--- config.mk ---
export PLATFORM = sky130hd
export DESIGN_NAME = gate_truth_table_tester
export DESIGN_NICKNAME = d
export VERILOG_FILES = /design/src/rtl/gate_truth_table_tester.sv
export SDC_FILE = /design/constraint.sdc
export NUM_CORES = 1
export LEC_CHECK = 0
export BUFFER_PORTS_ARGS = -buffer_cell sky130_fd_sc_hd__buf_2
export CAP_MARGIN = 20
export CORE_ASPECT_RATIO = 1.1
export CORE_UTILIZATION = 50
export CTS_BUF_LIST = sky130_fd_sc_hd__clkbuf_2
export DETAILED_ROUTE_END_ITERATION = 12
export PLACE_DENSITY_LB_ADDON = 0.3
export SYNTH_ARGS = -nofsm -noshare
export SYNTH_HDL_FRONTEND = slang
export SYNTH_SLANG_ARGS = --single-unit
--- constraint.sdc ---
create_clock -name clk -period 3.3 [get_ports clk]
set_clock_uncertainty 0.15 [all_clocks]
set_input_delay 0.33 -clock clk [delete_from_list [all_inputs] [get_ports clk]]
set_output_delay 0.33 -clock clk [all_outputs]
set_load 0.01 [all_outputs]
--- src/rtl/gate_truth_table_tester.sv ---
// rtl/gate_truth_table_tester.sv - clocked exhaustive truth-table tester for a 2-input gate
module gate_truth_table_tester #(
    parameter int         SETTLE_CYCLES = 2,
    parameter logic [3:0] EXPECT_TT     = 4'b0111
) (
    input  logic       clk,
    input  logic       rst_n,
    input  logic       start,
    output logic       a,
    output logic       b,
    input  logic       y,
    output logic       busy,
    output logic       done,
    output logic       pass,
    output logic [2:0] err_count,
    output logic [1:0] first_fail_vec,
    output logic       first_fail_valid
);

    generate
        if (SETTLE_CYCLES < 1 || SETTLE_CYCLES > 15) begin : g_bad_settle
            $error("gate_truth_table_tester: SETTLE_CYCLES must be in 1..15");
        end
    endgenerate

    localparam logic [3:0] SETTLE_LD = 4'(SETTLE_CYCLES);

    typedef enum logic {
        ST_IDLE = 1'b0,
        ST_RUN  = 1'b1
    } state_t;

    state_t     state_q, state_d;
    logic [1:0] idx_q, idx_d;
    logic [3:0] cnt_q, cnt_d;
    logic       busy_q, busy_d;
    logic       done_q, done_d;
    logic       pass_q, pass_d;
    logic [2:0] err_q, err_d;
    logic [1:0] ffvec_q, ffvec_d;
    logic       ffvalid_q, ffvalid_d;
    logic       mismatch;

    // Case-inequality so an X/Z gate output is treated as a failure.
    always_comb begin
        mismatch = (y !== EXPECT_TT[idx_q]);
    end

    // Next-state logic: accept start in IDLE, step vectors and grade samples in RUN.
    always_comb begin
        state_d   = state_q;
        idx_d     = idx_q;
        cnt_d     = cnt_q;
        busy_d    = busy_q;
        done_d    = 1'b0;
        pass_d    = pass_q;
        err_d     = err_q;
        ffvec_d   = ffvec_q;
        ffvalid_d = ffvalid_q;

        case (state_q)
            ST_IDLE: begin
                if (start) begin
                    state_d   = ST_RUN;
                    idx_d     = 2'd0;
                    cnt_d     = SETTLE_LD;
                    busy_d    = 1'b1;
                    pass_d    = 1'b0;
                    err_d     = 3'd0;
                    ffvec_d   = 2'd0;
                    ffvalid_d = 1'b0;
                end
            end
            ST_RUN: begin
                if (cnt_q == 4'd1) begin
                    // Sample edge for the vector currently on a/b.
                    if (mismatch) begin
                        err_d = (err_q == 3'd4) ? 3'd4 : err_q + 3'd1;
                        if (!ffvalid_q) begin
                            ffvec_d   = idx_q;
                            ffvalid_d = 1'b1;
                        end
                    end
                    if (idx_q != 2'd3) begin
                        idx_d = idx_q + 2'd1;
                        cnt_d = SETTLE_LD;
                    end else begin
                        state_d = ST_IDLE;
                        idx_d   = 2'd0;
                        cnt_d   = 4'd0;
                        busy_d  = 1'b0;
                        done_d  = 1'b1;
                        pass_d  = (err_q == 3'd0) && !mismatch;
                    end
                end else begin
                    cnt_d = cnt_q - 4'd1;
                end
            end
            default: begin
                state_d = ST_IDLE;
                idx_d   = 2'd0;
                cnt_d   = 4'd0;
                busy_d  = 1'b0;
            end
        endcase
    end

    // State and result registers; reset aborts any run without a done pulse.
    always_ff @(posedge clk or negedge rst_n) begin
        if (!rst_n) begin
            state_q   <= ST_IDLE;
            idx_q     <= 2'd0;
            cnt_q     <= 4'd0;
            busy_q    <= 1'b0;
            done_q    <= 1'b0;
            pass_q    <= 1'b0;
            err_q     <= 3'd0;
            ffvec_q   <= 2'd0;
            ffvalid_q <= 1'b0;
        end else begin
            state_q   <= state_d;
            idx_q     <= idx_d;
            cnt_q     <= cnt_d;
            busy_q    <= busy_d;
            done_q    <= done_d;
            pass_q    <= pass_d;
            err_q     <= err_d;
            ffvec_q   <= ffvec_d;
            ffvalid_q <= ffvalid_d;
        end
    end

    // The vector index register drives the gate directly; it is 0 whenever idle.
    assign a                = idx_q[1];
    assign b                = idx_q[0];
    assign busy             = busy_q;
    assign done             = done_q;
    assign pass             = pass_q;
    assign err_count        = err_q;
    assign first_fail_vec   = ffvec_q;
    assign first_fail_valid = ffvalid_q;

endmodule

==> key figures <==
Floorplan
  • Area of the core: between 1500 and 2000 um2
  • Vert. Die Dim: around 46 um
  • Effective utilization at floorplan: 0.547
  • Die width: 42.0 um
  • Ports: 15
  • Die Footprint: 1940 um2
  • Num rows: 15

Drt
  • Top Metal Used: met4
  • DR WL/cell: around 15 um
  • Wl on met1: approximately 800 um
  • Pre-antenna DRT Iters: 4
  • Total number of vias: 710
  • Antenna-violating nets left: 0
  • # DRC: 0
  • Met2 wire length: 839 um
  • Detailed Route WL: 1740 um
  • Met3 WL: 72 um
  • Vias/cell: roughly 6
  • Starting DRT DRC Count: 10

Clock tree
  • Post-CTS Setup Repair Bufs: 0
  • Max Buffers Root-to-Sink: 2
  • Cts repair resizes: 0
  • CTS Root Buffer Type: clkbuf_2
  • # hold bufs at CTS: 1
  • CTS Buf Count: 3
  • CTS tree: built
  • H-tree depth: 1
  • CTS Sinks: 16
  • Clock slew at reported path FFs: 0.16 ns
  • Insertion delay to the later sink of the worst-skew pair: 0.29 ns

Synth
  • Synth Register Bits: 16
  • Share of the synthesized area in the top cell type: 0.454
  • Mux cell area share after synthesis: 0.0383
  • Post-Synth XOR/XNOR Area: 0.0199
  • Post-Synthesis Cells: 85
  • Area leader, netlist: dfrtp_1
  • Largest family of logic cells by synthesized area: simple AND/OR/NAND/NOR gates
  • Post-Synth Simple-Gate Area: 0.199
  • Yosys warnings: 0
  • Post-synthesis instance area: 882 um2
  • Top cells by area, synth: dfrtp_1, ha_1, mux2_2
  • Compound-gate portion of the synthesized area: 0.172
  • Adder-Cell Fraction of Synth Area: 0.0851
  • Seq/Total Area, Yosys: 0.454
  • Netlist cell types: 31
  • Syn avg cell area: roughly 10 um2
  • Syn Nets: 95

Finish
  • Most frequent cells in the layout: dfrtp_1, buf_2, nand2_1
  • Area Overhead vs Synth: 12.5%
  • Most common cell after layout, fill and taps aside: dfrtp_1
  • Ant diodes: 0
  • Nets: 113
  • Layout cell share with drive strength beyond 1: 0.225
  • Post-route cell area: 992 um2

STA
  • Fmax: 495 MHz
  • Final setup fails: 0
  • Worst-Margin Slew: 0.556 ns
  • Slew Limit Fails: 0
  • Worst slew margin: 0.628
  • Final Critical Period: ~2.0 ns
  • Sum of negative setup slack: 0 ns
  • Crit share post-route: 0.612
  • Hold Fails Final Rpt: 0
  • RSZ-0062 raised after global routing: no

Pwr
  • Worst ir drop on vdd: between 400 and 500 uV
  • P per Cell Area: 857 nW/um2
  • Pleak: 0.469 nW

Worst setup path
  • Critical-path cell list: inv_1 > ha_1 > nor3b_2 > mux2_2 > a22o_1
  • Crit end category: flip-flop
  • Max Fanout on Critical Path: 9
  • CP startpoint kind: flip-flop
  • Delay-heaviest family, CP: simple AND/OR/NAND/NOR gates
  • Worst r2r path cells: 5
  • Crit-path slowest cell: nor3b_2
  • Critical path required time: 3.35 ns
  • WS Path Type: reg2reg
  • CP Buf/Inv Count: 1
  • Worst Path Arrival: around 2.1 ns
  • Cell depth of the worst setup path: 5
  • Worst path max stage delay: 0.50 ns

Global routing
  • Initial antenna violation count: 0
  • Aggregate global-route resource usage: 0.201
  • Largest net degree at the start of global routing: 21
  • Total gr overflow: 0
  • First-pass GRT wire length: 2930 um
  • Vias in the first global route: 667

Placement
  • Input/output buffers: 14
  • HPWL after detailed placement: 1210 um
  • Placed inst area: 963 um2
  • RD Place Congestion: 0.700

Flow run
  • Max Cap Viol: 0

Status
  • Status: complete, no violations

Worst hold path
  • Min-delay worst type: in2reg
  • Worst Hold Depth: 3
-- worst min-delay path, cell delays in order --
cell	delay (ns)
buf_2	0.12
nor2_1	0.10
a21oi_1	0.04
-- sequential cells by signal, summed over array words and instances, names as in the netlist --
| register | flops |
|---|---|
| first_fail_valid | 1 |
| cnt_q | 4 |
| busy | 1 |
| pass | 1 |
| idx_q | 2 |
| state_q | 1 |
| done | 1 |
| first_fail_vec | 2 |
| err_count | 3 |
-- cell usage after synthesis --
cell type  count
a311o_1        2
and3_1         3
or3_1          1
nand3_1        3
o211ai_1       1
and4bb_2       1
a21bo_2        1
nor3_1         1
inv_1          5
nand4bb_1      1
a2111oi_0      2
a221o_1        1
nand2b_1       4
a31oi_1        1
nand4_1        1
dfrtp_1       16
nand2_1        8
a22oi_1        1
a21oi_1        4
nor2_1         4
nor3b_2        1
buf_2          2
o22ai_1        1
xnor2_1        1
o21ai_0        4
xor2_1         1
ha_1           6
a22o_1         3
nor3b_1        1
or4b_1         1
mux2_2         3
-- per-stage QoR --
stage                util  worst slack [ns]  power [mW]  hold slack (ns)  cells
finish              0.615              1.28       0.850            0.174    119
global route        0.615              1.16       0.923            0.166    119
CTS                 0.615              1.27       0.850            0.175    119
detailed placement  0.597              1.31       0.762            0.115    114
global placement    0.597              1.35       0.739            0.113    114
floorplan               -              1.54       0.641           -0.116     85
-- cells by family after synthesis --
logic type / after synthesis
buffers and inverters: 7
and+or+nand+nor: 30
DFF: 16
AOI/OAI and AO/OA: 21
adders and majority gates: 6
xor gates and xnor gates: 2
muxes: 3
-- metal layers --
metal / track usage / up-vias
met1: 0.263 / 334
met5: 0 / -
met2: 0.338 / 23
met4: 0.0750 / 0
met3: 0.0392 / 4
li1: - / 349
-- final cells by class --
class / instances / area (um2)
inverters: 5 / 18.8
clock inverters: 1 / 3.75
fillers: 146 / 622
well taps: 17 / 21.3
clock buffers: 3 / 15.0
repair buffers: 15 / 80.1
flip-flops and latches: 16 / 400
multi-input cells: 62 / 453
-- worst paths after layout --
path | start | end | slack [ns]
worst max-delay path | cnt_q[1]$_DFFE_PN0P_ | idx_q[1]$_DFFE_PN0P_ | 1.28
worst min-delay path | start | busy$_DFFE_PN0P_ | 0.17
worst max register to register | cnt_q[1]$_DFFE_PN0P_ | idx_q[1]$_DFFE_PN0P_ | 1.28
worst min register to register | cnt_q[0]$_DFFE_PN0P_ | cnt_q[0]$_DFFE_PN0P_ | 0.40
max in group asynchronous | rst_n | first_fail_vec[0]$_DFFE_PN0P_ | 2.44
min in group asynchronous | rst_n | cnt_q[2]$_DFFE_PN0P_ | 0.30
-- report_power, final --
| part | leakage, nW | internal [mW] | switching, mW | total (mW) |
|---|---|---|---|---|
| Combinational | 0.263 | 0.197 | 0.199 | 0.396 |
| Sequential | 0.192 | 0.272 | 0.0917 | 0.364 |
| Clock | 0.0140 | 0.0263 | 0.0636 | 0.0900 |
No activity file was read; power rests on OpenSTA's default activity.
